--- config.mk ---
export PLATFORM = sky130hd
export DESIGN_NAME = id_ex_pipeline_reg
export DESIGN_NICKNAME = d
export VERILOG_FILES = /design/src/rtl/risc_pipe_pkg.sv /design/src/rtl/ex_forward_ctrl.sv /design/src/rtl/id_ex_pipeline_reg.sv
export SDC_FILE = /design/constraint.sdc
export NUM_CORES = 1
export LEC_CHECK = 0
export CAP_MARGIN = 20
export CELL_PAD_IN_SITES_DETAIL_PLACEMENT = 0
export CELL_PAD_IN_SITES_GLOBAL_PLACEMENT = 1
export CORE_ASPECT_RATIO = 0.75
export CORE_MARGIN = 5
export CORE_UTILIZATION = 28
export DETAILED_ROUTE_END_ITERATION = 7
export GPL_ROUTABILITY_DRIVEN = 0
export PLACE_DENSITY = 0.86
export REMOVE_ABC_BUFFERS = 1
export SETUP_SLACK_MARGIN = 0.1
export SYNTH_ARGS = -nofsm -noshare
export SYNTH_HDL_FRONTEND = slang
export SYNTH_SLANG_ARGS = --single-unit
export TNS_END_PERCENT = 20
--- constraint.sdc ---
create_clock -name clk_i -period 3.05 [get_ports clk_i]
set_input_delay 0.61 -clock clk_i [delete_from_list [all_inputs] [get_ports clk_i]]
set_output_delay 0.61 -clock clk_i [all_outputs]
set_load 0.02 [all_outputs]
--- src/rtl/risc_pipe_pkg.sv ---
// Shared constants and encodings for the integer pipeline stages.
package risc_pipe_pkg;

  localparam int XLEN       = 32;
  localparam int REG_ADDR_W = 5;
  localparam int CTRL_W     = 12;
  localparam int ALU_SEL_W  = 5;

  // EX operand mux select: where the operand value comes from.
  typedef enum logic [1:0] {
    FWD_REGFILE = 2'b00,
    FWD_EXMEM   = 2'b01,
    FWD_MEMWB   = 2'b10
  } fwd_sel_e;

  // ALU SELECT codes understood by the EX-stage ALU.
  typedef enum logic [ALU_SEL_W-1:0] {
    ALU_ADD  = 5'b00000,
    ALU_SUB  = 5'b00001,
    ALU_SLL  = 5'b00010,
    ALU_SLT  = 5'b00011,
    ALU_SLTU = 5'b00100,
    ALU_XOR  = 5'b00101,
    ALU_SRL  = 5'b00110,
    ALU_SRA  = 5'b00111,
    ALU_OR   = 5'b01000,
    ALU_AND  = 5'b01001
  } alu_sel_e;

endpackage

--- src/rtl/ex_forward_ctrl.sv ---
// Forward-select generator for one EX operand. Looks at the producer about
// to enter MEM (currently in EX) and the producer about to enter WB
// (currently in MEM); the younger one wins.
module ex_forward_ctrl #(
  parameter int REG_ADDR_W = risc_pipe_pkg::REG_ADDR_W
) (
  input  logic                  uses_i,
  input  logic [REG_ADDR_W-1:0] addr_i,
  input  logic                  ex_valid_i,
  input  logic                  ex_reg_write_i,
  input  logic                  ex_mem_read_i,
  input  logic [REG_ADDR_W-1:0] ex_rd_i,
  input  logic                  mem_reg_write_i,
  input  logic [REG_ADDR_W-1:0] mem_rd_i,
  output logic [1:0]            sel_o
);
  import risc_pipe_pkg::*;

  logic addr_live;
  logic ex_hit;
  logic mem_hit;

  // Loads in EX have no ALU result yet; those are covered by the stall path.
  always_comb begin
    addr_live = uses_i && (addr_i != '0);
    ex_hit    = ex_valid_i && ex_reg_write_i && !ex_mem_read_i && (ex_rd_i == addr_i);
    mem_hit   = mem_reg_write_i && (mem_rd_i == addr_i);
    sel_o     = FWD_REGFILE;
    if (addr_live) begin
      if (ex_hit) begin
        sel_o = FWD_EXMEM;
      end else if (mem_hit) begin
        sel_o = FWD_MEMWB;
      end
    end
  end

endmodule

--- src/rtl/id_ex_pipeline_reg.sv ---
// ID/EX pipeline register: captures decoded operands and control for EX,
// inserts a bubble on flush or load-use hazard, bypasses same-cycle WB
// writes into the captured operands and registers EX forwarding selects.
module id_ex_pipeline_reg #(
  parameter int XLEN       = risc_pipe_pkg::XLEN,
  parameter int REG_ADDR_W = risc_pipe_pkg::REG_ADDR_W,
  parameter int CTRL_W     = risc_pipe_pkg::CTRL_W
) (
  input  logic                  clk_i,
  input  logic                  reset_i,
  input  logic                  hold_i,
  input  logic                  flush_i,
  input  logic                  valid_i,
  input  logic [XLEN-1:0]       pc_i,
  input  logic [REG_ADDR_W-1:0] rs1_addr_i,
  input  logic [REG_ADDR_W-1:0] rs2_addr_i,
  input  logic                  uses_rs1_i,
  input  logic                  uses_rs2_i,
  input  logic [XLEN-1:0]       rs1_data_i,
  input  logic [XLEN-1:0]       rs2_data_i,
  input  logic [XLEN-1:0]       imm_i,
  input  logic [REG_ADDR_W-1:0] rd_i,
  input  logic [4:0]            alu_select_i,
  input  logic                  mem_read_i,
  input  logic                  reg_write_i,
  input  logic [CTRL_W-1:0]     ctrl_i,
  input  logic [REG_ADDR_W-1:0] mem_rd_i,
  input  logic                  mem_reg_write_i,
  input  logic [REG_ADDR_W-1:0] wb_rd_i,
  input  logic                  wb_reg_write_i,
  input  logic [XLEN-1:0]       wb_data_i,
  output logic                  stall_o,
  output logic                  valid_o,
  output logic [XLEN-1:0]       pc_o,
  output logic [XLEN-1:0]       rs1_data_o,
  output logic [XLEN-1:0]       rs2_data_o,
  output logic [XLEN-1:0]       imm_o,
  output logic [REG_ADDR_W-1:0] rd_o,
  output logic [4:0]            alu_select_o,
  output logic                  mem_read_o,
  output logic                  reg_write_o,
  output logic [CTRL_W-1:0]     ctrl_o,
  output logic [1:0]            fwd1_sel_o,
  output logic [1:0]            fwd2_sel_o
);
  import risc_pipe_pkg::*;

  logic                  valid_q,      valid_d;
  logic [XLEN-1:0]       pc_q,         pc_d;
  logic [XLEN-1:0]       rs1_data_q,   rs1_data_d;
  logic [XLEN-1:0]       rs2_data_q,   rs2_data_d;
  logic [XLEN-1:0]       imm_q,        imm_d;
  logic [REG_ADDR_W-1:0] rd_q,         rd_d;
  logic [4:0]            alu_select_q, alu_select_d;
  logic                  mem_read_q,   mem_read_d;
  logic                  reg_write_q,  reg_write_d;
  logic [CTRL_W-1:0]     ctrl_q,       ctrl_d;
  logic [1:0]            fwd1_sel_q,   fwd1_sel_d;
  logic [1:0]            fwd2_sel_q,   fwd2_sel_d;

  logic       hazard;
  logic       bubble;
  logic       rs1_wb_hit;
  logic       rs2_wb_hit;
  logic [1:0] fwd1_cap;
  logic [1:0] fwd2_cap;

  ex_forward_ctrl #(
    .REG_ADDR_W (REG_ADDR_W)
  ) u_fwd_rs1 (
    .uses_i          (uses_rs1_i),
    .addr_i          (rs1_addr_i),
    .ex_valid_i      (valid_q),
    .ex_reg_write_i  (reg_write_q),
    .ex_mem_read_i   (mem_read_q),
    .ex_rd_i         (rd_q),
    .mem_reg_write_i (mem_reg_write_i),
    .mem_rd_i        (mem_rd_i),
    .sel_o           (fwd1_cap)
  );

  ex_forward_ctrl #(
    .REG_ADDR_W (REG_ADDR_W)
  ) u_fwd_rs2 (
    .uses_i          (uses_rs2_i),
    .addr_i          (rs2_addr_i),
    .ex_valid_i      (valid_q),
    .ex_reg_write_i  (reg_write_q),
    .ex_mem_read_i   (mem_read_q),
    .ex_rd_i         (rd_q),
    .mem_reg_write_i (mem_reg_write_i),
    .mem_rd_i        (mem_rd_i),
    .sel_o           (fwd2_cap)
  );

  // Load in EX whose destination is read by the instruction in ID.
  always_comb begin
    hazard = valid_q && mem_read_q && (rd_q != '0) && valid_i &&
             ((uses_rs1_i && (rs1_addr_i == rd_q)) ||
              (uses_rs2_i && (rs2_addr_i == rd_q)));
    bubble = flush_i || hazard;
    // A flush already discards the ID instruction, so no need to hold IF/ID for it.
    stall_o = hold_i || (hazard && !flush_i);
  end

  // WB writes landing this cycle have not reached the regfile read port yet.
  always_comb begin
    rs1_wb_hit = wb_reg_write_i && (wb_rd_i != '0) && (wb_rd_i == rs1_addr_i);
    rs2_wb_hit = wb_reg_write_i && (wb_rd_i != '0) && (wb_rd_i == rs2_addr_i);
  end

  // Next-state selection: hold, bubble or capture.
  always_comb begin
    valid_d      = valid_q;
    pc_d         = pc_q;
    rs1_data_d   = rs1_data_q;
    rs2_data_d   = rs2_data_q;
    imm_d        = imm_q;
    rd_d         = rd_q;
    alu_select_d = alu_select_q;
    mem_read_d   = mem_read_q;
    reg_write_d  = reg_write_q;
    ctrl_d       = ctrl_q;
    fwd1_sel_d   = fwd1_sel_q;
    fwd2_sel_d   = fwd2_sel_q;
    if (!hold_i) begin
      if (bubble) begin
        valid_d      = 1'b0;
        pc_d         = '0;
        rs1_data_d   = '0;
        rs2_data_d   = '0;
        imm_d        = '0;
        rd_d         = '0;
        alu_select_d = ALU_ADD;
        mem_read_d   = 1'b0;
        reg_write_d  = 1'b0;
        ctrl_d       = '0;
        fwd1_sel_d   = FWD_REGFILE;
        fwd2_sel_d   = FWD_REGFILE;
      end else begin
        valid_d      = valid_i;
        pc_d         = pc_i;
        rs1_data_d   = rs1_wb_hit ? wb_data_i : rs1_data_i;
        rs2_data_d   = rs2_wb_hit ? wb_data_i : rs2_data_i;
        imm_d        = imm_i;
        rd_d         = rd_i;
        alu_select_d = alu_select_i;
        mem_read_d   = mem_read_i;
        reg_write_d  = reg_write_i;
        ctrl_d       = ctrl_i;
        fwd1_sel_d   = fwd1_cap;
        fwd2_sel_d   = fwd2_cap;
      end
    end
  end

  // Stage register with synchronous reset to an empty slot.
  always_ff @(posedge clk_i) begin
    if (reset_i) begin
      valid_q      <= 1'b0;
      pc_q         <= '0;
      rs1_data_q   <= '0;
      rs2_data_q   <= '0;
      imm_q        <= '0;
      rd_q         <= '0;
      alu_select_q <= ALU_ADD;
      mem_read_q   <= 1'b0;
      reg_write_q  <= 1'b0;
      ctrl_q       <= '0;
      fwd1_sel_q   <= FWD_REGFILE;
      fwd2_sel_q   <= FWD_REGFILE;
    end else begin
      valid_q      <= valid_d;
      pc_q         <= pc_d;
      rs1_data_q   <= rs1_data_d;
      rs2_data_q   <= rs2_data_d;
      imm_q        <= imm_d;
      rd_q         <= rd_d;
      alu_select_q <= alu_select_d;
      mem_read_q   <= mem_read_d;
      reg_write_q  <= reg_write_d;
      ctrl_q       <= ctrl_d;
      fwd1_sel_q   <= fwd1_sel_d;
      fwd2_sel_q   <= fwd2_sel_d;
    end
  end

  assign valid_o      = valid_q;
  assign pc_o         = pc_q;
  assign rs1_data_o   = rs1_data_q;
  assign rs2_data_o   = rs2_data_q;
  assign imm_o        = imm_q;
  assign rd_o         = rd_q;
  assign alu_select_o = alu_select_q;
  assign mem_read_o   = mem_read_q;
  assign reg_write_o  = reg_write_q;
  assign ctrl_o       = ctrl_q;
  assign fwd1_sel_o   = fwd1_sel_q;
  assign fwd2_sel_o   = fwd2_sel_q;

endmodule
Yosys cells after proc, flatten, opt, wreduce, memory -nomap -nowiden --
Index checks and enable logic that the tools add are counted.
Word-level totals: register bits after elaboration 157, input port bits 213, output and inout bits 158
Operators by class: equal/unequal tests 8, mux-type cells 20, reductions and logical operators 27
Operator list (number):
- 32-bit two-way mux | 6
- 5-bit equality test | 8
- 5-bit nonzero test | 4
- 1-bit logical AND | 18
- 2-bit two-way mux | 8
- 12-bit two-way mux | 1
- 5-bit two-way mux | 2
- 1-bit logical OR | 3
- 1-bit two-way mux | 3
- 1-bit logical NOT | 2

Depth between registers and ports, before layout --
Gate-level depths: netlist (run 1).
word-level depth 6, depth in mapped cells 7

Cells and area by module --
A second synthesis (run 1) with hierarchy kept.
Second synthesis, totals: cells, all modules 559, area, all modules 6059.6 µm²
By module, submodules not included:
- id_ex_pipeline_reg | instances 1, cells an instance 521, area each 5779.3 µm²
- ex_forward_ctrl | instances 2, cells an instance 19, area each 140.1 µm²

Worst setup path before layout (run 1) --
No wires, ideal clock.
kind input to output, start point input rs1_addr_i[4], end point output stall_o, data arrival time 1.848 ns, path slack 0.592 ns, cell stages on the path 5, path buffers 0, path through xnor2_1 > nand3_1 > nor3_1 > a22oi_1 > o21bai_1
Between the ends: word-level cells in the longest chain between the ends 6
RTL lines:
- start, declared | RTL line id_ex_pipeline_reg.sv:15 | input logic [REG_ADDR_W-1:0] rs1_addr_i,
- 5-bit equality test | RTL line id_ex_pipeline_reg.sv:99 | ((uses_rs1_i && (rs1_addr_i == rd_q)) ||
- 1-bit logical AND | RTL line id_ex_pipeline_reg.sv:99
- 1-bit logical OR | RTL line id_ex_pipeline_reg.sv:99
- 1-bit logical AND | RTL line id_ex_pipeline_reg.sv:98 | hazard = valid_q && mem_read_q && (rd_q != '0) && valid_i &&
- 1-bit logical AND | RTL line id_ex_pipeline_reg.sv:103 | stall_o = hold_i || (hazard && !flush_i);
- 1-bit logical OR | RTL line id_ex_pipeline_reg.sv:103
- end, declared | RTL line id_ex_pipeline_reg.sv:32 | output logic stall_o,
No other way between the ends.

Final worst setup path (run 1) --
Ends and elaborated chain as after synthesis.

==> summary.txt, run 1 <==
Critical path
  – CP Class: in -> out
  – FF-to-FF End: pc_o[0]$_SDFFE_PP0N_
  – Setup slack, reg-to-reg: 0.70 ns
  – RR Startpoint: rd_o[1]$_SDFFE_PP0N_
  – CP Launch Type: input pin
  – Worst Path Max Fanout: 2
  – R2R depth: 8
  – Crit. End Element: output pin
  – Crit path launch: rs1_addr_i[4]
  – CP Data Required Time: 2.44 ns
  – Crit path DAT: 2.13 ns

Global routing
  – Vias in the first global route: 5,794
  – Largest net degree at the start of global routing: 89
  – GRT Util Overall: 17.0%
  – First-pass GRT wire length: 32,500 um
  – Aggregate global routing overflow: 0
  – Antenna violations before repair: 0

Timing
  – Slew of the pin with the lowest slew margin: 0.886 ns
  – Slew Viols, Final: 0
  – Setup ws final: 0.306 ns
  – Relative slew slack: 40.5%
  – Final period util: 90.0%
  – Max frequency: 364 MHz
  – Final setup fails: 0
  – Fin Clk Skew: 0.0121 ns
  – Sum Neg Setup Slack: 0 ns
  – Unrepaired setup endpoints after global routing: no
  – Post-layout min period: 2.74 ns
  – WHS: 0.453 ns
  – Hold Fails Final Rpt: 0

Cells and area
  – Layout filler cell count: 1,962
  – Finished Layout Cells: 1,231
  – Antenna Diode Count: 0
  – Most frequent cells in the layout: 369 x clkdlybuf4s50_1, 157 x dfxtp_1, 90 x a22o_1
  – Nets: 1,145
  – Area growth syn-to-layout: 81.0%
  – Most common cell after layout, fill and taps aside: clkdlybuf4s50_1
  – Share of cells above drive strength 1: 7.85%
  – Final Core Density: 50.9%

Route
  – Drt total wl: 21,800 um
  – DR iter-0 viols: 206
  – DR vias/cell: 4.60
  – Drt drc: 0
  – Number of iterations in the first detailed-routing pass: 4
  – Routed vias: 5,662
  – Post-DR wirelength/cell: 17.7 um
  – Final ANT Viol Nets: 0

Hold path
  – Worst hold path stage count: 2
  – Hold Path Sink: rs1_data_o[8]$_SDFFE_PP0N_
  – Hold/Removal Path Class: reg -> reg
  – Hold Crit Start: rs1_data_o[8]$_SDFFE_PP0N_

Placed design
  – Place WS: -0.172 ns
  – I/O Buffers: 370
  – Detailed Place HPWL: 16,900 um
  – Placed cell count: 1,201

Logic synthesis
  – Gate Count Post-Synth: 547
  – Yosys reg bits: 157
  – Mapped cell area: 5900 sq um
  – Post-Synthesis Mean Instance Area: 10.8 sq um
  – Synthesis warning total: 0
  – FFs w/ async S/R, synth: 0%
  – Top FF cell, synth: dfxtp_1
  – Post-synth cell types: 29
  – Sequential area share after synthesis: 53.3%
  – Number of synthesized flops with an enable pin: 0

Floorplan
  – Chip width: 178 um
  – Die height: 136 um
  – I/O Pins: 371
  – Core footprint: 21,000 sq um
  – Die area: 24,100 sq um
  – Starting Density: 28.1%
  – Core Rows: 46

Power and ir drop
  – Switching fraction of total power: 25.3%
  – Combinational Power Share: 16.3%
  – Sequential share of power: 43.3%
  – Power Internal: 0.00375 W
  – Maximum VDD drop: 379 uV
  – Cell area power density: 471 nW/um^2
  – Psw: 0.00127 W
  – Clk pwr share: 40.3%
  – Leakage: 3.87 nW

CTS
  – CTS Buffer Depth: 2
  – H-tree depth: 4
  – CTS Buf Count: 17
  – Post-CTS Setup Bufs: 0
  – CTS tree: yes
  – CTS Sinks: 157
  – Worst-skew pair later-pin latency: 0.41 ns
  – Resized Gates After CTS: 1
  – Post-CTS Hold Buffers: 0
  – CTS clk-pin slew, worst paths: 0.06 ns
  – Clk root buf: clkbuf_16

Outcome
  – Outcome: finished, final reports clean

Job
  – Max-Cap Viols: 0
[layer usage]
metal  track usage (%)  share of wire (%)  wire length [um]  vias to the layer above
met5                 0                  0                 0                        -
met4              4.12                1.2               266                        0
met3              6.25                8.9              1940                       17
met2              28.3                 48             10400                      221
met1              21.1                 42              9210                     2662
li1                  -                  -                 -                     2762
[power by group through the flow]
| stage | Sequential [W] | Combinational (W) | Clock [W] |
|---|---|---|---|
| after CTS | 0.00218 | 0.000829 | 0.00210 |
| after global placement | 0.00222 | 0.000823 | 0 |
| after detailed placement | 0.00222 | 0.000827 | 0 |
| final | 0.00218 | 0.000821 | 0.00203 |
| after global routing | 0.00219 | 0.000871 | 0.00218 |
| after floorplan | 0.00232 | 0.000174 | 0 |
[kinds of logic (layout without fill, tap and decap cells)]
logic type	after synthesis	count (layout)	synth area share [%]
compound gates	167	167	20.9
flops	157	157	53.3
simple gates	88	88	6.71
mux	64	64	10.9
buf+inv	41	437	3.80
xor+xnor	30	30	4.46
[critical path, stage by stage]
cell	delay (ns)
clkdlybuf4s50_1	0.52
xnor2_1	0.13
nand3_1	0.10
nor3_1	0.22
buf_4	0.15
a22oi_1	0.08
o21bai_1	0.14
clkbuf_2	0.19
[final cells by class]
cell class | instances | area [sq um] | area share, %
Inverter | 2 | 7.51 | 0.0703
Sequential cell | 157 | 3140 | 29.5
Timing Repair Buffer | 405 | 4050 | 37.9
Clock buffer | 17 | 425 | 3.99
Clock inverter | 13 | 131 | 1.23
Tap cell | 288 | 360 | 3.38
Multi-Input combinational cell | 349 | 2550 | 23.9
[how the worst max path moves through the flow]
stage / endpoint / cells past startpoint
after floorplan: rd_o[0]$_SDFFE_PP0N_ / 2
after global placement: stall_o / 8
after detailed placement: stall_o / 8
after CTS: stall_o / 8
after global routing: stall_o / 8
final: stall_o / 8
[sequential cells by signal, indices dropped and copies added (netlist names)]
register,count
rs2_data_o,32
alu_select_o,5
rd_o,5
fwd2_sel_o,2
imm_o,32
pc_o,32
fwd1_sel_o,2
rs1_data_o,32
valid_o,1
mem_read_o,1
ctrl_o,12
reg_write_o,1
[cell usage after synthesis (all sizes together) (4+ instances only)]
| library cell | instances | area, sq um |
|---|---|---|
| dfxtp | 157 | 3140 |
| a22o | 91 | 798 |
| o21ai | 67 | 335 |
| mux2i | 64 | 641 |
| nand2 | 64 | 240 |
| clkbuf | 28 | 105 |
| xnor2 | 18 | 158 |
| xor2 | 12 | 105 |
| buf | 11 | 111 |
| nand3 | 6 | 30.0 |
| or4 | 6 | 45.0 |
| nor2 | 4 | 17.5 |
[per-stage QoR]
| stage | area (sq um) | total power (W) |
|---|---|---|
| 4_1_cts | 10700 | 0.00510 |
| 3_3_place_gp | 10100 | 0.00304 |
| 5_1_grt | 10700 | 0.00524 |
| 2_1_floorplan | 5680 | 0.00249 |
| 3_5_place_dp | 10100 | 0.00305 |
| 6_report | 10700 | 0.00503 |
Note: power is estimated with default switching activity, not from simulation.
==> run 2, diff against run 1 <==
--- a/config.mk
+++ b/config.mk
@@ -15,7 +15,7 @@
 export GPL_ROUTABILITY_DRIVEN = 0
 export PLACE_DENSITY = 0.86
 export REMOVE_ABC_BUFFERS = 1
-export SETUP_SLACK_MARGIN = 0.1
+export SETUP_SLACK_MARGIN = 0.3
 export SYNTH_ARGS = -nofsm -noshare
 export SYNTH_HDL_FRONTEND = slang
 export SYNTH_SLANG_ARGS = --single-unit
==> run 2 against run 1 <==
Against the previous run: total power grew 0.32%; critical path type is now in -> reg; critical endpoint is now rs2_data_o[28]$_SDFFE_PP0N_; first-iteration DRC count down 6.8%; largest cell class unchanged; highest routed layer unchanged; flip-flop and latch count is the same; non-clock buffer count increased by 13.
==> summary.txt, run 2 (same netlist as run 1, synthesis figures left out) <==
Outcome
  – Outcome: finished, final reports clean

Floorplan
  – I/O Pins: 371
  – Core footprint: 21,000 sq um
  – Starting Density: 28.1%
  – Chip width: 178 um
  – Die area: 24,100 sq um
  – Die height: 136 um
  – Core Rows: 46

Placed design
  – Placed cell count: 1,201
  – Placed cell areas: 10,100 sq um
  – I/O Buffers: 370
  – Detailed Place HPWL: 16,900 um

Timing
  – Unrepaired setup endpoints after global routing: yes
  – Final setup fails: 0
  – Slew of the pin with the lowest slew margin: 0.723 ns
  – Max frequency: 373 MHz
  – Slew Viols, Final: 0
  – Post-layout min period: 2.68 ns
  – Hold Fails Final Rpt: 0
  – Final period util: 88.0%
  – Fin Clk Skew: 0.0122 ns
  – Relative slew slack: 51.3%
  – WHS: 0.453 ns

Power and ir drop
  – Overall power: 0.00504 W
  – Maximum VDD drop: 380 uV
  – Cell area power density: 466 nW/um^2
  – Leakage: 3.95 nW

Critical path
  – CP Launch Type: input pin
  – Crit path DAT: 2.96 ns
  – CP Class: in -> reg
  – Crit. End Element: flip-flop
  – CP Data Required Time: 3.33 ns
  – Worst Path Max Fanout: 9

Hold path
  – Hold/Removal Path Class: reg -> reg

Global routing
  – Largest net degree at the start of global routing: 89
  – First-pass GRT wire length: 32,500 um
  – Antenna violations before repair: 0
  – Aggregate global routing overflow: 0
  – GRT Util Overall: 17.0%
  – Vias in the first global route: 5,794

Route
  – DR vias/cell: 4.60
  – DR iter-0 viols: 192
  – Routed vias: 5,722
  – Drt total wl: 22,100 um
  – Number of iterations in the first detailed-routing pass: 4
  – Final ANT Viol Nets: 0
  – Post-DR wirelength/cell: 17.8 um
  – Drt drc: 0

Cells and area
  – Area growth syn-to-layout: 83.5%
  – Layout filler cell count: 1,935
  – Post-route cell area: 10,800 sq um
  – Nets: 1,158
  – Share of cells above drive strength 1: 9.83%
  – Most common cell after layout, fill and taps aside: clkdlybuf4s50_1
  – Most frequent cells in the layout: 369 x clkdlybuf4s50_1, 154 x dfxtp_1, 90 x a22o_1
  – Antenna Diode Count: 0
  – Finished Layout Cells: 1,244

CTS
  – CTS Sinks: 157
  – CTS Buffer Depth: 2
  – Clk root buf: clkbuf_16
  – Post-CTS Hold Buffers: 0
  – Worst-skew pair later-pin latency: 0.41 ns
  – H-tree depth: 4
  – CTS Buf Count: 17
  – CTS tree: yes
  – CTS clk-pin slew, worst paths: 0.06 ns

Job
  – Max-Cap Viols: 0
==> run 2: critical path, stage by stage <==
cell	delay (ns)
clkdlybuf4s50_1	0.43
or4_1	0.52
o21ai_0	0.59
nor4_4	0.04
buf_4	0.20
buf_4	0.15
buf_4	0.12
mux2i_1	0.20
o21ai_0	0.10
==> run 2: stage by stage <==
step | util (%) | setup slack (ns) | TNS, ns
2_1_floorplan | - | -3.41 | -500.77
3_3_place_gp | 48.3 | -0.174 | -0.839
3_5_place_dp | 48.3 | -0.172 | -2.24
4_1_cts | 51.0 | 0.309 | 0
5_1_grt | 51.7 | 0.260 | 0
6_report | 51.7 | 0.366 | 0
==> run 2: report_power, final <==
part | internal [W] | total (W) | switching [W]
clock | 0.00113 | 0.00203 | 0.000898
combinational | 0.000495 | 0.000834 | 0.000339
sequential | 0.00213 | 0.00218 | 0.0000472
==> run 2: final timing paths <==
path	from	to	slack, ns	depth (start not counted)
hold reg to reg	rs1_data_o[8]$_SDFFE_PP0N_	rs1_data_o[8]$_SDFFE_PP0N_	0.45	2
setup / recovery	wb_rd_i[1]	rs2_data_o[28]$_SDFFE_PP0N_	0.37	9
setup reg to reg	rd_o[1]$_SDFFE_PP0N_	pc_o[0]$_SDFFE_PP0N_	0.70	8
hold / removal	rs1_data_o[8]$_SDFFE_PP0N_	rs1_data_o[8]$_SDFFE_PP0N_	0.45	2
==> run 2: repair_timing <==
item	in CTS	in global routing
pin swaps	0	7
setup endpoints to repair	1	44
setup buffers	0	13
gates resized for setup	6	9
==> run 2: metal layers <==
layer | wire length [um] | vias to the layer above | GRT usage, %
met5 | 0 | - | 0
met4 | 273 | 0 | 4.12
met3 | 1840 | 19 | 6.25
met2 | 10500 | 222 | 28.3
met1 | 9490 | 2695 | 21.1
li1 | - | 2786 | -
==> run 2: cell type report <==
cell class	instances	area [sq um]	share of cell area [%]
clock buffers	17	425	3.93
clock inverters	13	131	1.21
inverters	2	7.51	0.0694
multi-input cells	349	2580	23.9
flip-flops and latches	157	3150	29.1
well taps	288	360	3.33
repair buffers	418	4160	38.5
==> run 3, diff against run 2 <==
--- a/config.mk
+++ b/config.mk
@@ -13,8 +13,8 @@
 export CORE_UTILIZATION = 28
 export DETAILED_ROUTE_END_ITERATION = 7
 export GPL_ROUTABILITY_DRIVEN = 0
+export GPL_TIMING_DRIVEN = 0
 export PLACE_DENSITY = 0.86
-export REMOVE_ABC_BUFFERS = 1
 export SETUP_SLACK_MARGIN = 0.3
 export SYNTH_ARGS = -nofsm -noshare
 export SYNTH_HDL_FRONTEND = slang
==> run 3 against run 2 <==
Against the previous run: clock-buffer cell count rose by 2; first-iteration DRC count increased by 26%; clock power rose by 3%; non-clock buffer count decreased by 7; core utilization decreased by 0.94 points; worst hold slack worse by 0.0014 ns; critical path type is now reg -> out; global-route usage increased by 1.1 points.
==> summary.txt, run 3 (same netlist as run 1, synthesis figures left out) <==
Critical path
  – CP Data Required Time: 2.44 ns
  – CP Launch Type: flip-flop
  – Crit path DAT: 2.12 ns
  – Critical path buffer and inverter count: 1
  – Slowest stage cell, crit path: or4_4
  – Setup slack, reg-to-reg: 0.58 ns
  – RR Startpoint: rd_o[0]$_SDFFE_PP0N_
  – CP max stage delay: 0.58 ns
  – Crit. End Element: output pin
  – Worst Path Max Fanout: 5
  – R2R depth: 6
  – CP cell instances: or4_4 -> o2111ai_4 -> nor2_2 -> a22oi_1 -> o21bai_1 -> clkbuf_2
  – FF-to-FF End: fwd1_sel_o[1]$_SDFFE_PP0N_
  – CP Class: reg -> out
  – Top delay family on crit path: simple AND/OR/NAND/NOR gates

Cells and area
  – Layout filler cell count: 1,956
  – Post-route cell area: 10,600 sq um
  – Antenna Diode Count: 0
  – Share of cells above drive strength 1: 6.62%
  – Most frequent cells in the layout: 363 x clkdlybuf4s50_1, 155 x dfxtp_1, 90 x a22o_1
  – Most common cell after layout, fill and taps aside: clkdlybuf4s50_1
  – Nets: 1,151
  – Area growth syn-to-layout: 80.2%
  – Finished Layout Cells: 1,239

Global routing
  – GRT Util Overall: 18.1%
  – Vias in the first global route: 5,843
  – Largest net degree at the start of global routing: 17
  – First-pass GRT wire length: 33,600 um
  – Aggregate global routing overflow: 0
  – Antenna violations before repair: 3

Power and ir drop
  – Combinational Power Share: 16.0%
  – Overall power: 0.00509 W
  – Psw: 0.00132 W
  – Cell area power density: 479 nW/um^2
  – Maximum VDD drop: 378 uV
  – Switching fraction of total power: 25.9%
  – Power Internal: 0.00377 W
  – Sequential share of power: 42.8%
  – Leakage: 3.86 nW
  – Clk pwr share: 41.2%

Timing
  – Fin Clk Skew: 0.0111 ns
  – Max frequency: 366 MHz
  – Post-layout min period: 2.73 ns
  – Setup ws final: 0.319 ns
  – Sum Neg Setup Slack: 0 ns
  – Unrepaired setup endpoints after global routing: yes
  – Hold Fails Final Rpt: 0
  – Final setup fails: 0
  – Final period util: 89.5%
  – Slew of the pin with the lowest slew margin: 0.815 ns
  – Slew Viols, Final: 0
  – Relative slew slack: 45.7%

CTS
  – CTS Sinks: 157
  – CTS tree: yes
  – H-tree depth: 4
  – Worst-skew pair later-pin latency: 0.42 ns
  – Post-CTS Hold Buffers: 0
  – CTS Buf Count: 17
  – Clk root buf: clkbuf_16
  – CTS clk-pin slew, worst paths: 0.06 ns
  – CTS Buffer Depth: 2

Hold path
  – Worst hold path stage count: 2
  – Hold/Removal Path Class: reg -> reg
  – Hold Crit Start: rs1_data_o[27]$_SDFFE_PP0N_
  – Hold Path Sink: rs1_data_o[27]$_SDFFE_PP0N_

Placed design
  – Placed cell areas: 9960 sq um
  – Place WS: -0.728 ns
  – Detailed Place HPWL: 17,900 um
  – Placed cell count: 1,205
  – I/O Buffers: 370

Job
  – Max-Cap Viols: 0

Logic synthesis
  – Syn_nets: 760

Floorplan
  – Starting Density: 28.1%
  – Core Rows: 46
  – I/O Pins: 371
  – Die height: 136 um
  – Chip width: 178 um
  – Die area: 24,100 sq um
  – Core footprint: 21,000 sq um

Route
  – Post-DR wirelength/cell: 18.4 um
  – Drt drc: 0
  – Routed vias: 5,741
  – Number of iterations in the first detailed-routing pass: 4
  – Drt total wl: 22,800 um
  – DR iter-0 viols: 241
  – Final ANT Viol Nets: 0
  – DR vias/cell: 4.63

Outcome
  – Outcome: finished, final reports clean
run 3: cell types whose count changed in the layout (fill, tap and decap cells not counted), moves of 8 or more:
cell      before  now
buf_12         8    0
buf_6          0    9
clkbuf_1       0   24
buf_4         41    2
run 3: through the flow:
stage | util, % | hold WS (ns)
after global routing | 50.7 | 0.481
after floorplan | - | 0.538
after global placement | 47.5 | 0.432
after detailed placement | 47.5 | 0.441
final | 50.7 | 0.452
after CTS | 50.5 | 0.456
run 3: worst register-to-register path: stages (launching register included):
cell and delay, ns:
dfxtp_2 0.35, or4_4 0.58, o2111ai_4 0.24, nor2_2 0.09
a221oi_4 0.73, buf_6 0.26, a32o_1 0.17
run 3: layer usage:
layer	track usage [%]	part of all wire [%]	vias up
li1	-	-	2779
met1	23.0	44	2681
met2	28.5	45	244
met3	7.53	10	31
met4	4.64	1.4	6
met5	0	0.20	-
run 3: worst max-delay path by stage:
stage                                     from                           to  slack (ns)  cells past startpoint
after global placement           rs1_addr_i[2]                      stall_o       -0.73                      7
after global routing      rd_o[0]$_SDFFE_PP0N_                      stall_o        0.24                      6
after detailed placement         rs2_addr_i[1]                      stall_o       -0.73                      7
after floorplan                  rs1_addr_i[4]                      stall_o        0.59                      5
after CTS                           wb_rd_i[2]  rs1_data_o[25]$_SDFFE_PP0N_        0.08                      7
final                     rd_o[0]$_SDFFE_PP0N_                      stall_o        0.32                      6
run 3: timing repair:
| item | 4_1_cts | 5_1_grt |
|---|---|---|
| setup buffers | 2 | 0 |
| endpoints found under the setup margin | 61 | 45 |
| pin swaps | 2 | 0 |
| resized for setup | 11 | 18 |
run 3: area by class of cell:
class                   count  area, sq um  share of cell area, %
plain buffers              39          223                   2.10
clock buffers              19          443                   4.17
clock inverters            13          131                   1.24
inverters                   2         7.51                 0.0706
multi-input cells         349         2590                   24.3
flip-flops and latches    157         3150                   29.6
well taps                 288          360                   3.39
repair buffers            372         3730                   35.1
run 3: power groups by stage:
stage | logic, W | clock network [W] | registers (W)
finish | 0.000816 | 0.00210 | 0.00218
floorplan | 0.000187 | 0 | 0.00232
global placement | 0.000806 | 0 | 0.00222
CTS | 0.000823 | 0.00216 | 0.00218
detailed placement | 0.000812 | 0 | 0.00222
global route | 0.000869 | 0.00224 | 0.00219
